[config.mk]
export PLATFORM = sky130hd
export DESIGN_NAME = svc_axi_stripe_rd_seg
export DESIGN_NICKNAME = d
export VERILOG_FILES = /design/src/rtl/svc_axi_stripe_pkg.sv /design/src/rtl/svc_axi_stripe_rd_seg_fifo.sv /design/src/rtl/svc_axi_stripe_rd_seg.sv
export SDC_FILE = /design/constraint.sdc
export NUM_CORES = 1
export LEC_CHECK = 0
export BUFFER_PORTS_ARGS = -buffer_cell sky130_fd_sc_hd__buf_2
export CAP_MARGIN = 20
export CORE_ASPECT_RATIO = 0.75
export CORE_MARGIN = 2
export CORE_UTILIZATION = 40
export CTS_BUF_LIST = sky130_fd_sc_hd__clkbuf_16
export CTS_CLUSTER_SIZE = 8
export DETAILED_ROUTE_END_ITERATION = 8
export PLACE_DENSITY = 0.68
export REMOVE_ABC_BUFFERS = 1
export SLEW_MARGIN = 20
export SYNTH_ARGS = -nofsm -noshare
export SYNTH_HDL_FRONTEND = slang
export SYNTH_HIERARCHICAL = 1
export SYNTH_SLANG_ARGS = --single-unit
[constraint.sdc]
create_clock -name clk -period 2.7 [get_ports clk]
set_input_delay 0.54 -clock clk [delete_from_list [all_inputs] [get_ports clk]]
set_output_delay 0.54 -clock clk [all_outputs]
set_load 0.02 [all_outputs]
[src/rtl/svc_axi_stripe_pkg.sv]
// Shared types and AXI encodings for the striped AXI4 read splitter.
package svc_axi_stripe_pkg;
  typedef enum logic [1:0] {IDLE, ISSUE, DRAIN, ERR} state_e;

  localparam logic [1:0] AXI_BURST_INCR  = 2'b01;
  localparam logic [1:0] AXI_RESP_OKAY   = 2'b00;
  localparam logic [1:0] AXI_RESP_SLVERR = 2'b10;
endpackage

[src/rtl/svc_axi_stripe_rd_seg_fifo.sv]
// Segment-order FIFO: remembers which subordinate owns each issued segment.
module svc_sync_fifo_seg #(
  parameter int WIDTH = 1,
  parameter int DEPTH = 4
) (
  input  logic             clk,
  input  logic             rst,
  input  logic             i_push,
  input  logic [WIDTH-1:0] i_data,
  input  logic             i_pop,
  output logic [WIDTH-1:0] o_data,
  output logic             o_full,
  output logic             o_empty
);
  localparam int AW = (DEPTH > 1) ? $clog2(DEPTH) : 1;

  logic [WIDTH-1:0] r_mem [DEPTH];
  logic [AW-1:0]    r_wr_ptr;
  logic [AW-1:0]    r_rd_ptr;
  logic [AW:0]      r_count;
  logic             w_push;
  logic             w_pop;

  assign w_push  = i_push && !o_full;
  assign w_pop   = i_pop && !o_empty;
  assign o_full  = (r_count == (AW+1)'(DEPTH));
  assign o_empty = (r_count == '0);
  assign o_data  = r_mem[r_rd_ptr];

  always_ff @(posedge clk) begin
    // NOTE: non-blocking assignments keep every register sampling pre-edge values.
    if (rst) begin
      r_wr_ptr <= '0;
      r_rd_ptr <= '0;
      r_count  <= '0;
    end else begin
      if (w_push) r_wr_ptr <= r_wr_ptr + AW'(1);
      if (w_pop)  r_rd_ptr <= r_rd_ptr + AW'(1);
      case ({w_push, w_pop})
        2'b10:   r_count <= r_count + (AW+1)'(1);
        2'b01:   r_count <= r_count - (AW+1)'(1);
        default: r_count <= r_count;
      endcase
    end
  end

  // NOTE: storage is not reset; the pointers alone define which entries are valid.
  always_ff @(posedge clk) begin
    if (w_push) r_mem[r_wr_ptr] <= i_data;
  end
endmodule

[src/rtl/svc_axi_stripe_rd_seg.sv]
// AXI4 read splitter: cuts INCR bursts at stripe boundaries across NUM_S
// subordinates and returns the R beats upstream in original order.
module svc_axi_stripe_rd_seg
  import svc_axi_stripe_pkg::*;
#(
  parameter int NUM_S          = 2,
  parameter int AXI_ADDR_WIDTH = 21,
  parameter int AXI_DATA_WIDTH = 16,
  parameter int AXI_ID_WIDTH   = 6,
  parameter int STRIPE_BEATS   = 4,
  parameter int SEG_FIFO_DEPTH = 4,
  localparam int SAW           = AXI_ADDR_WIDTH - $clog2(NUM_S)
) (
  input  logic                                       clk,
  input  logic                                       rst,
  input  logic                                       s_axi_arvalid,
  output logic                                       s_axi_arready,
  input  logic [AXI_ID_WIDTH-1:0]                    s_axi_arid,
  input  logic [AXI_ADDR_WIDTH-1:0]                  s_axi_araddr,
  input  logic [7:0]                                 s_axi_arlen,
  input  logic [2:0]                                 s_axi_arsize,
  input  logic [1:0]                                 s_axi_arburst,
  output logic                                       s_axi_rvalid,
  input  logic                                       s_axi_rready,
  output logic [AXI_ID_WIDTH-1:0]                    s_axi_rid,
  output logic [AXI_DATA_WIDTH-1:0]                  s_axi_rdata,
  output logic [1:0]                                 s_axi_rresp,
  output logic                                       s_axi_rlast,
  output logic [NUM_S-1:0]                           m_axi_arvalid,
  input  logic [NUM_S-1:0]                           m_axi_arready,
  output logic [NUM_S-1:0][AXI_ID_WIDTH-1:0]         m_axi_arid,
  output logic [NUM_S-1:0][SAW-1:0]                  m_axi_araddr,
  output logic [NUM_S-1:0][7:0]                      m_axi_arlen,
  output logic [NUM_S-1:0][2:0]                      m_axi_arsize,
  output logic [NUM_S-1:0][1:0]                      m_axi_arburst,
  input  logic [NUM_S-1:0]                           m_axi_rvalid,
  output logic [NUM_S-1:0]                           m_axi_rready,
  input  logic [NUM_S-1:0][AXI_ID_WIDTH-1:0]         m_axi_rid,
  input  logic [NUM_S-1:0][AXI_DATA_WIDTH-1:0]       m_axi_rdata,
  input  logic [NUM_S-1:0][1:0]                      m_axi_rresp,
  input  logic [NUM_S-1:0]                           m_axi_rlast
);
  localparam int O    = $clog2(AXI_DATA_WIDTH / 8);
  localparam int NS_W = $clog2(NUM_S);
  localparam int SB_W = $clog2(STRIPE_BEATS);
  localparam int BW   = AXI_ADDR_WIDTH - O;

  state_e                  r_state;
  logic                    r_arready;
  logic [AXI_ID_WIDTH-1:0] r_id;
  logic [BW-1:0]           r_beat;
  logic [8:0]              r_remaining;
  logic [7:0]              r_len;
  logic [7:0]              r_rcnt;
  logic [NUM_S-1:0]        r_arvalid;
  logic [NS_W-1:0]         r_ar_sub;
  logic [SAW-1:0]          r_araddr;
  logic [7:0]              r_arlen;
  logic [8:0]              r_seg_beats;

  logic [BW-1:0]   w_stripe, w_row, w_off, w_sub_beat;
  logic [NS_W-1:0] w_sub, w_head;
  logic [SAW-1:0]  w_sub_addr;
  logic [8:0]      w_room, w_seg;
  logic            w_ar_hs, w_up_hs, w_pop, w_full, w_empty, w_final_beat;
  logic            w_unused;

  // Stripe geometry of the next beat to issue.
  assign w_stripe   = r_beat >> SB_W;
  assign w_sub      = w_stripe[NS_W-1:0];
  assign w_row      = w_stripe >> NS_W;
  assign w_off      = r_beat & BW'(STRIPE_BEATS - 1);
  assign w_sub_beat = (w_row << SB_W) | w_off;
  assign w_sub_addr = SAW'(w_sub_beat << O);
  assign w_room     = 9'(STRIPE_BEATS) - 9'(w_off);
  assign w_seg      = (r_remaining < w_room) ? r_remaining : w_room;

  assign w_ar_hs      = |(r_arvalid & m_axi_arready);
  assign w_up_hs      = s_axi_rvalid && s_axi_rready;
  assign w_final_beat = (r_rcnt == r_len);
  assign w_pop        = w_up_hs && !w_empty && m_axi_rlast[w_head];

  svc_sync_fifo_seg #(.WIDTH(NS_W), .DEPTH(SEG_FIFO_DEPTH)) u_seg_fifo (
    .clk     (clk),
    .rst     (rst),
    .i_push  (w_ar_hs),
    .i_data  (r_ar_sub),
    .i_pop   (w_pop),
    .o_data  (w_head),
    .o_full  (w_full),
    .o_empty (w_empty)
  );

  always_comb begin
    // NOTE: every output gets a default first so no path leaves a latch.
    m_axi_rready = '0;
    s_axi_rvalid = 1'b0;
    s_axi_rdata  = '0;
    s_axi_rresp  = AXI_RESP_OKAY;
    s_axi_rlast  = 1'b0;
    if (r_state == ERR) begin
      s_axi_rvalid = 1'b1;
      s_axi_rresp  = AXI_RESP_SLVERR;
      s_axi_rlast  = w_final_beat;
    end else if (!w_empty) begin
      s_axi_rvalid         = m_axi_rvalid[w_head];
      s_axi_rdata          = m_axi_rdata[w_head];
      s_axi_rresp          = m_axi_rresp[w_head];
      s_axi_rlast          = m_axi_rlast[w_head] && w_final_beat;
      m_axi_rready[w_head] = s_axi_rready;
    end
  end

  always_ff @(posedge clk) begin
    if (rst) begin
      r_state     <= IDLE;
      r_arready   <= 1'b0;
      r_arvalid   <= '0;
      r_id        <= '0;
      r_beat      <= '0;
      r_remaining <= '0;
      r_len       <= '0;
      r_rcnt      <= '0;
      r_ar_sub    <= '0;
      r_araddr    <= '0;
      r_arlen     <= '0;
      r_seg_beats <= '0;
    end else begin
      if (w_up_hs) r_rcnt <= r_rcnt + 8'd1;
      case (r_state)
        IDLE: begin
          if (r_arready && s_axi_arvalid) begin
            r_arready   <= 1'b0;
            r_id        <= s_axi_arid;
            r_beat      <= s_axi_araddr[AXI_ADDR_WIDTH-1:O];
            r_len       <= s_axi_arlen;
            r_remaining <= {1'b0, s_axi_arlen} + 9'd1;
            r_rcnt      <= '0;
            r_state     <= (s_axi_arburst != AXI_BURST_INCR || s_axi_arsize != 3'(O)) ? ERR : ISSUE;
          end else begin
            r_arready <= 1'b1;
          end
        end
        ISSUE: begin
          if (w_ar_hs) begin
            r_arvalid   <= '0;
            r_beat      <= r_beat + BW'(r_seg_beats);
            r_remaining <= r_remaining - r_seg_beats;
            if (r_remaining == r_seg_beats) r_state <= DRAIN;
          end else if (r_arvalid == '0 && !w_full) begin
            // A raised request always has FIFO room: only our own handshakes push.
            r_arvalid   <= NUM_S'(1) << w_sub;
            r_ar_sub    <= w_sub;
            r_araddr    <= w_sub_addr;
            r_arlen     <= 8'(w_seg - 9'd1);
            r_seg_beats <= w_seg;
          end
        end
        DRAIN, ERR: begin
          if (w_up_hs && s_axi_rlast) begin
            r_state   <= IDLE;
            r_arready <= 1'b1;
          end
        end
        default: r_state <= IDLE;
      endcase
    end
  end

  assign s_axi_arready = r_arready;
  assign s_axi_rid     = r_id;
  assign m_axi_arvalid = r_arvalid;
  assign m_axi_arid    = {NUM_S{r_id}};
  assign m_axi_araddr  = {NUM_S{r_araddr}};
  assign m_axi_arlen   = {NUM_S{r_arlen}};
  assign m_axi_arsize  = {NUM_S{3'(O)}};
  assign m_axi_arburst = {NUM_S{AXI_BURST_INCR}};

  // Subordinate rid and sub-beat address bits carry no information here.
  assign w_unused = ^{m_axi_rid, s_axi_araddr};
endmodule

# Word-level counts from Yosys, hierarchy flattened
# Memories as Yosys holds them, arrays and structs flattened. A register that Yosys moved wholly into a read port is not among the register bits.
# Cells that the tools add are included.
[classes]
eq_ne = 14
div = 0
bitwise_logic = 4
n_mux = 46
n_addsub = 10
n_reduce_logical = 28
multipliers = 0
shifts = 1
n_lt_le_gt_ge = 3
[op_table]
columns = ["operator", "n"]
rows = [
  ["2-to-1 mux 16 bit", 4],
  ["2-to-1 mux 20 bit", 2],
  ["one-hot mux 20 bit (2 select lines)", 1],
  ["2-to-1 mux 2 bit", 15],
  ["2-to-1 mux 9 bit", 3],
  ["2-to-1 mux 8 bit", 3],
  ["adder 20 x 9 -> 20 bit", 1],
  ["OR 19 x 2 -> 19 bit", 1],
  ["one-hot mux 9 bit (2 select lines)", 1],
  ["2-to-1 mux 1 bit", 13],
  ["logical AND 1 bit", 10],
  ["adder 8 x 1 -> 9 bit (second input constant)", 1],
  ["equality test 9 bit", 1],
  ["< comparator 9 bit", 1],
  ["subtractor 9 bit", 1],
  ["adder 8 x 1 -> 8 bit (second input constant)", 1],
  ["equality test 8 bit", 1],
  ["nonzero test 2 bit", 4],
  ["subtractor 8 x 1 -> 8 bit (second input constant)", 1],
  ["equality test 2 bit (second input constant)", 3],
  ["inequality test 2 bit (second input constant)", 3],
  ["one-hot mux 2 bit (3 select lines)", 1],
  ["one-hot mux 3 bit (2 select lines)", 1],
  ["AND reduction 2 bit", 3],
  ["22 further kinds", 30],
]
[totals]
rom_bits = 0
ram_bits = 4
inputBits = 98
wordCells = 122
out_inout_bits = 109
latch_bits = 0
n_memories = 1
regBits = 100
[memory_table]
columns = ["memory", "words", "width", "read_ports", "rd_ports_with_merged_regs", "wr", "line", "text"]
rows = [
  ["u_seg_fifo.r_mem", 4, 1, 1, 1, 1, "svc_axi_stripe_rd_seg_fifo.sv:17", "logic [WIDTH-1:0] r_mem [DEPTH];"],
]

# Logic depth before layout (Yosys ltp)
# Gate-level depths: netlist of the first run.
[logic_depth]
word_depth = 10
mapped_depth = 14
mapped_depth_nobuf = 13

# Hierarchy
# The synthesis of the first run kept the hierarchy.
[modules_own_cells]
columns = ["mod", "n_inst", "area_each_um2", "cells_each", "seq_area_each_um2"]
rows = [
  ["svc_axi_stripe_rd_seg", 1, 5774.3, 732, 1861.8],
  ["svc_sync_fifo_seg", 1, 618.1, 59, 300.3],
]

# Worst setup path before layout of the first run
# No wires, ideal clock.
[synth_path]
path_type = "flip-flop to flip-flop"
start = "reg (tool-made name)"
end = "reg u_seg_fifo.r_count[2]"
setup_time_ns = 0.070
t_required_ns = 2.630
arrival_time_ns = 2.992
synth_period_minus_slack_ns = 3.062
slack_ns = -0.362
n_path_buf = 1
path_stages_with_launch = 15
cell_sequence = "dfxtp_1 > mux4_2 > buf_6 > mux2i_1 > o21ai_1 > nand2_1 > nor2_1 > o31ai_1 > inv_1 > ha_1 > inv_1 > fa_1 > xor2_1 > or3_1 > a21oi_1"
[synth_lines]
columns = ["item", "line", "text"]
rows = [
  ["to (signal assigned)", "svc_axi_stripe_rd_seg_fifo.sv:40", "2'b10: r_count <= r_count + (AW+1)'(1);"],
  ["to (signal assigned)", "svc_axi_stripe_rd_seg_fifo.sv:41", "2'b01: r_count <= r_count - (AW+1)'(1);"],
  ["to (signal assigned)", "svc_axi_stripe_rd_seg_fifo.sv:42", "default: r_count <= r_count;"],
  ["to (decl)", "svc_axi_stripe_rd_seg_fifo.sv:20", "logic [AW:0] r_count;"],
]

==> qor.csv, run 1 <==
stage;metric;value;unit
run_status;status;finished, violations left;
run_status;violations;setup timing;
final_layout;final_cell_mix;180 x buf_2, 118 x nand2_1, 102 x dfxtp_1, 80 x a21oi_1, 76 x nor2_1;
die;die_area;17000;um2
synth;yosysTopAreaCell;dfxtp_1;
final_layout;fin_util;49.9;%
synth;synth_area;6390;um2
synth;ys_ff_latch;106;
final_layout;drive_gt1_share;29.1;%
timing;fin_ws;-0.182;ns
routing;drc;0;
timing;clock.fmax;347;MHz
global_routing;grt_first_pass_wirelength;26.4;mm
setup_path;setup.worst_path.end_class;flop;
synth;synth_edf_count;4;
die;num_io_pins;207;
cts;clk-insertion-delay-late;0.35;ns
synth;synthFlopType;dfxtp_1;
synth;syn_area_per_cell;8.08;um2
final_layout;multi_input_area;3640;um2
setup_path;ff2ff_setup_slack;-0.18;ns
routing;finalWirelength;16.4;mm
timing;relSlewSlack;58.5;%
synth;synthTopCellsByArea;dfxtp_1 32%, nand2_1 7.0%, a21oi_1 6.4%;
routing;drt_iter0_markers;329;
run;cap_violations;0;
timing;period_share;107;%
synth;synth_cell_types;76;
place;port_buffers;181;
final_layout;nets;1073;
cts;clkTransAtPathRegs;0.07;ns
synth;synth-seq-area-share;33.8;%
timing;tightest_slew;0.621;ns
setup_path;critPathLaunchType;flop;
min_path;whs_endpoint;s_axi_rid[3];
synth;syn-instance-count;791;
synth;ys.warnings.count;6;
die;die_h;113;um
setup_path;crit_fanout;3;
timing;fin_skew;0.00998;ns
setup_path;max_stage_delay;0.55;ns
min_path;worstHoldPathCells;3;
setup_path;crit_arrival;3.16;ns
timing;finalCriticalPeriod;2.88;ns
routing;via_per_inst;5.10;
global_routing;grt_use_total;19.2;%
global_routing;overflow;0;
die;die_w;150;um
timing;setup_viol;4;
pwr;max-vdd-ir-drop;0.391;mV
setup_path;critPathSlowestCell;mux4_2;
final_layout;syn_to_final_growth;20.3;%
place;dpl.hpwl;12.0;mm
setup_path;reg2reg_from;u_seg_fifo/r_mem[3];
cts;cts_tree;yes;
cts;clockBufferDepth;2;
final_layout;seq_area;2160;um2
cts;clock_sinks;106;
final_layout;layout_commonest_cell;buf_2;
timing;finalHoldViolations;0;
global_routing;grt_max_degree;41;
routing;vias;5887;
global_routing;grt_pass1_vias;5344;
setup_path;rr_worst_depth;13;
die;start_util;41.5;%
final_layout;num_antenna_cells;0;
cts;cts_made_buffers;9;
routing;post_drt_wl_per_cell;14.2;um
routing;drt-pass1-iter-count;5;
synth;synthArstFlopShare;0;%
routing;drtAntennaViolNets;0;
min_path;hold_class;in -> reg;
min_path;min_from;s_axi_arid[3];
place;gp_congestion;0.851;
die;fp-row-count;39;
cts;htreeDepth;3;
pwr;p_total;5250;uW
timing;slew_viol_final;0;
cts;cts-root-buf;clkbuf_16;
die;design.core.area;15400;um2
global_routing;antenna_found_initial;1;
setup_path;regToRegEndpoint;u_seg_fifo/r_count[2];
setup_path;worstPathCellList;mux4_2 > mux2i_1 > o21ai_1 > nand2_1 > nor2_2 > o31ai_2 > inv_1 > ha_2 > inv_2 > fa_2 > xor2_1 > or3_1 > a21oi_1;
pwr;p_per_area;682;nW/um2
setup_path;crit_required;2.98;ns
synth;synth_top_area_share;31.9;%
setup_path;crit_type;reg -> reg;
pwr;power_leakage;0.00336;uW
final_layout;nFillCells;1500;
timing;rsz0062_at_grt;true;
cells in the mapped netlist (3+ instances only):
| master | count |
|---|---|
| nand2_1 | 119 |
| dfxtp_1 | 102 |
| a21oi_1 | 82 |
| nor2_1 | 77 |
| buf_4 | 52 |
| ha_1 | 28 |
| inv_1 | 26 |
| mux2i_1 | 26 |
| o21ai_0 | 22 |
| xnor2_1 | 18 |
| a211oi_1 | 17 |
| clkbuf_1 | 17 |
| nand3_1 | 17 |
| buf_2 | 16 |
| xor2_1 | 15 |
| nand2b_1 | 13 |
| nor3_1 | 12 |
| nand4_1 | 9 |
| o22ai_1 | 8 |
| and2_1 | 7 |
| and3_1 | 7 |
| buf_1 | 4 |
| edfxtp_1 | 4 |
| nor2b_1 | 4 |
| o21ai_1 | 4 |
| o221ai_1 | 4 |
| a21oi_2 | 3 |
| a22oi_1 | 3 |
| fa_1 | 3 |
| nor3b_1 | 3 |
| nor4_1 | 3 |
| o211ai_1 | 3 |
| o21a_1 | 3 |
| o31ai_1 | 3 |
| o41ai_1 | 3 |
| or3_1 | 3 |
critical path, delay by kind of cell, from the launching register on:
kind                     cells  cell delay, ns
XOR/XNOR                     1            0.15
adder cells (fa/ha/maj)      2            0.50
multiplexers                 2            0.70
AO/OA/AOI/OAI                3            0.42
buffers and inverters        2            0.11
flip-flops                   1            0.37
AND/OR/NAND/NOR              3            0.57
where the power goes:
part / switching (uW) / internal [uW]
Sequential: 186 / 1750
Combinational: 1260 / 841
Clock: 591 / 617
timing repair:
action	4_1_cts	5_1_grt
setup buffers	13	5
resized for setup	10	8
hold buffers	0	0
endpoints found under the setup margin	2	7
pin swaps	6	7
worst max path at each step:
stage,startpoint,end,slack [ns],cells past startpoint
floorplan,flop,u_seg_fifo/r_count[2],-0.59,13
global placement,flop,u_seg_fifo/r_count[2],-0.13,12
detailed placement,u_seg_fifo/r_mem[3],u_seg_fifo/r_count[2],-0.20,12
CTS,u_seg_fifo/r_mem[3],u_seg_fifo/r_count[2],-0.15,13
global route,u_seg_fifo/r_mem[3],u_seg_fifo/r_count[2],-0.33,13
finish,u_seg_fifo/r_mem[3],u_seg_fifo/r_count[2],-0.18,13
per-stage QoR:
| stage | worst slack [ns] | hold WS (ns) | setup TNS [ns] | std cells | instance area, um2 |
|---|---|---|---|---|---|
| 4_1_cts | -0.154 | 0.420 | -0.164 | 1151 | 7640 |
| 3_5_place_dp | -0.202 | 0.458 | -0.202 | 1123 | 7260 |
| 5_1_grt | -0.333 | 0.429 | -0.882 | 1154 | 7690 |
| 2_1_floorplan | -0.593 | 0.440 | -10.15 | 710 | 5860 |
| 6_report | -0.182 | 0.427 | -0.424 | 1154 | 7690 |
| 3_3_place_gp | -0.132 | 0.450 | -0.132 | 1123 | 7260 |
cell type report:
type	count	area share [%]
flip-flops and latches	106	28.1
multi-input cells	577	47.3
repair buffers	223	16.5
clock buffers	9	2.93
inverters	27	1.32
well taps	205	3.33
clock inverters	7	0.520
registers in the layout, indices dropped and copies added, names as in the netlist, 4 cells and up, named ones only:
signal	count
r_araddr	19
s_axi_rid	6
r_remaining	9
r_seg_beats	9
r_rcnt	8
u_seg_fifo/r_mem	4
r_len	8
r_arlen	8
r_beat	20
layer usage:
metal	track usage (%)	vias up	routed length, um
li1	-	2972	-
met1	27.7	2706	8060
met2	30.2	194	7190
met3	3.84	13	1040
met4	3.21	2	101
met5	0	-	8
kinds of logic (layout without fill, tap and decap cells):
| family | Yosys count | in the layout | synth area share (%) |
|---|---|---|---|
| muxes | 29 | 29 | 4.83 |
| xor gates and xnor gates | 33 | 33 | 4.52 |
| and+or+nand+nor | 297 | 297 | 22.4 |
| buffers and inverters | 118 | 266 | 10.5 |
| DFF | 106 | 106 | 33.8 |
| AOI/OAI and AO/OA | 175 | 175 | 17.4 |
| other | 2 | 12 | 0.117 |
| adders and majority gates | 31 | 31 | 6.42 |
No activity file was read; power rests on OpenSTA's default activity.
==> run 2, diff against run 1 <==
--- a/config.mk
+++ b/config.mk
@@ -5,6 +5,7 @@
 export SDC_FILE = /design/constraint.sdc
 export NUM_CORES = 1
 export LEC_CHECK = 0
+export ABC_AREA = 1
 export BUFFER_PORTS_ARGS = -buffer_cell sky130_fd_sc_hd__buf_2
 export CAP_MARGIN = 20
 export CORE_ASPECT_RATIO = 0.75
@@ -13,7 +14,7 @@
 export CTS_BUF_LIST = sky130_fd_sc_hd__clkbuf_16
 export CTS_CLUSTER_SIZE = 8
 export DETAILED_ROUTE_END_ITERATION = 8
-export PLACE_DENSITY = 0.68
+export PLACE_DENSITY = 0.67
 export REMOVE_ABC_BUFFERS = 1
 export SLEW_MARGIN = 20
 export SYNTH_ARGS = -nofsm -noshare
==> run 2 against run 1 <==
Critical endpoint is now s_axi_rdata[13]. Critical path depth down 6. Routed wire length up 3.5%. The flow now finishes without violations. Critical path type is now reg -> out. Design area is 1.1% higher. Combinational power increased by 12%. Largest power group unchanged. Count of clock-buffer cells in the layout unchanged.
==> qor.csv, run 2 <==
stage;metric;value;unit
min_path;hold_class;in -> reg;
place;gp_congestion;0.883;
global_routing;grt_first_pass_wirelength;28.3;mm
synth;synthArstFlopShare;0;%
pwr;max-vdd-ir-drop;0.349;mV
synth;yosysMostFrequentCell;nand2_1;
final_layout;largest_reg_flops;20;
timing;finalCriticalPeriod;2.46;ns
routing;drc;0;
routing;via_per_inst;4.77;
die;die_h;116;um
final_layout;nets;1279;
cts;clk-insertion-delay-late;0.36;ns
setup_path;crit_type;reg -> out;
timing;period_share;91.3;%
die;num_io_pins;207;
cts;clkTransAtPathRegs;0.07;ns
run_status;status;finished clean;
timing;tightest_slew;0.678;ns
die;design.core.area;16600;um2
synth;synth_top_area_share;30.4;%
synth;synth_cell_types;45;
synth;synth_edf_count;4;
cts;hold_buffers;0;
setup_path;crit_arrival;1.92;ns
timing;slew_viol_final;0;
setup_path;crit_required;2.16;ns
synth;synthTopCellsByArea;dfxtp_1 30%, nand2_1 13%, inv_1 7.1%;
cts;clock_sinks;106;
timing;setup_viol;0;
timing;clock.fmax;406;MHz
cts;postCtsSetupBuffers;0;
timing;fin_skew;0.00850;ns
setup_path;setup.worst_path.end_class;output pin;
routing;finalWirelength;17.0;mm
global_routing;grt_pass1_vias;5791;
synth;synthFlopType;dfxtp_1;
final_layout;drive_gt1_share;20.7;%
run;cap_violations;0;
final_layout;regMostFlops;r_beat;
die;die_w;154;um
timing;finalSetupTns;0;ns
global_routing;overflow;0;
timing;rsz0062_at_grt;false;
synth;syn-instance-count;1019;
final_layout;fin_util;46.8;%
timing;finalHoldViolations;0;
synth;ys_ff_latch;106;
routing;drtAntennaViolNets;0;
synth;syn_area_per_cell;6.60;um2
die;die_area;17900;um2
cts;cts_made_buffers;9;
die;start_util;40.5;%
cts;cts_tree;yes;
place;port_buffers;181;
routing;drt-pass1-iter-count;5;
global_routing;grt_max_degree;43;
global_routing;antenna_found_initial;0;
place;dpl.hpwl;12.9;mm
routing;vias;6530;
setup_path;critPathLaunchType;flop;
routing;drt_iter0_markers;374;
synth;yosysTopAreaCell;dfxtp_1;
global_routing;grt_use_total;19.3;%
final_layout;syn_to_final_growth;15.6;%
final_layout;num_antenna_cells;0;
synth;synth-seq-area-share;32.1;%
final_layout;largestRegisters;r_beat (20), r_araddr (19);
synth;synth_area;6730;um2
cts;htreeDepth;3;
routing;post_drt_wl_per_cell;12.4;um
final_layout;layout_commonest_cell;nand2_1;
synth;ys.warnings.count;6;
cts;cts-root-buf;clkbuf_16;
pwr;p_per_area;736;nW/um2
timing;relSlewSlack;54.7;%
cts;clockBufferDepth;2;
setup_path;crit_fanout;19;
die;fp-row-count;41;
pwr;power_leakage;0.00396;uW
synth;synth_commonest_cells;237 x nand2_1, 127 x inv_1, 119 x nor2_1;
final_layout;final_cell_mix;237 x nand2_1, 181 x buf_2, 127 x inv_1, 118 x nor2_1, 102 x dfxtp_1;
==> run 2: cell types whose count changed after synthesis, moves of 14 or more <==
| cell | delta |
|---|---|
| nor2_1 | +42 |
| inv_1 | +101 |
| o21ai_0 | +46 |
| mux2i_1 | -26 |
| xnor2_1 | -14 |
| nand3_1 | +33 |
| nand2_1 | +118 |
==> run 2: critical path, stage by stage, from the launching register on <==
cell and delay, ns:
dfxtp_1 0.40, inv_2 0.06, nand3_2 0.11, inv_1 0.06, inv_1 0.10, nand2_1 0.37, a21oi_1 0.25, buf_2 0.20
==> run 2: cell families after synthesis <==
kind of cell             share of synthesized area (%)
other                                            0.112
XOR/XNOR                                          1.95
buffers and inverters                             15.8
flip-flops                                        32.1
adder cells (fa/ha/maj)                           6.10
AND/OR/NAND/NOR                                   28.6
AO/OA/AOI/OAI                                     15.3
==> run 2: area by class of cell <==
| cell class | count | area, um2 |
|---|---|---|
| Clock buffer | 9 | 225 |
| Clock inverter | 7 | 61.3 |
| Fill cell | 1735 | 8840 |
| Inverter | 137 | 519 |
| Multi-Input combinational cell | 703 | 3540 |
| Sequential cell | 106 | 2160 |
| Tap cell | 215 | 269 |
| Timing Repair Buffer | 193 | 996 |
==> run 2: routing by layer <==
layer	vias to the layer above	global-route usage (%)	wire [um]	part of all wire (%)
li1	3445	-	-	-
met1	2929	28.6	9110	54
met2	141	29.1	6880	41
met3	15	3.45	778	4.6
met4	0	5.14	204	1.2
met5	-	0	0	0
==> run 2: path summary, 6_finish.rpt <==
| path | start | end | slack (ns) | cells past startpoint |
|---|---|---|---|---|
| worst min register to register | u_seg_fifo/r_count[0] | u_seg_fifo/r_count[0] | 0.47 | 1 |
| worst max register to register | flop | u_seg_fifo/r_count[2] | 0.26 | 22 |
| worst max-delay path | u_seg_fifo/r_count[2] | s_axi_rdata[13] | 0.24 | 7 |
| worst min-delay path | s_axi_arid[2] | s_axi_rid[2] | 0.40 | 3 |
==> run 2: repair_timing <==
item                                   4_1_cts  5_1_grt
gates resized for setup                      0        2
setup endpoints to repair                    0        1
endpoints found under the hold margin        0        0
==> run 2: metrics by stage <==
step	area, um2	setup slack [ns]	hold WS (ns)	power, uW	std cells
2_1_floorplan	6220	-1.19	0.438	3700	946
3_3_place_gp	7480	0.235	0.455	4400	1354
3_5_place_dp	7480	0.138	0.458	4440	1354
4_1_cts	7770	0.122	0.384	5760	1370
5_1_grt	7780	0.0215	0.410	6190	1370
6_report	7780	0.236	0.401	5730	1370
==> run 2: report_power, final <==
part / internal (uW) / leakage, uW / switching, uW / total (uW)
Combinational: 811 / 0.00296 / 1550 / 2360
Clock: 709 / 0.000139 / 600 / 1310
Sequential: 1830 / 0.000867 / 228 / 2050
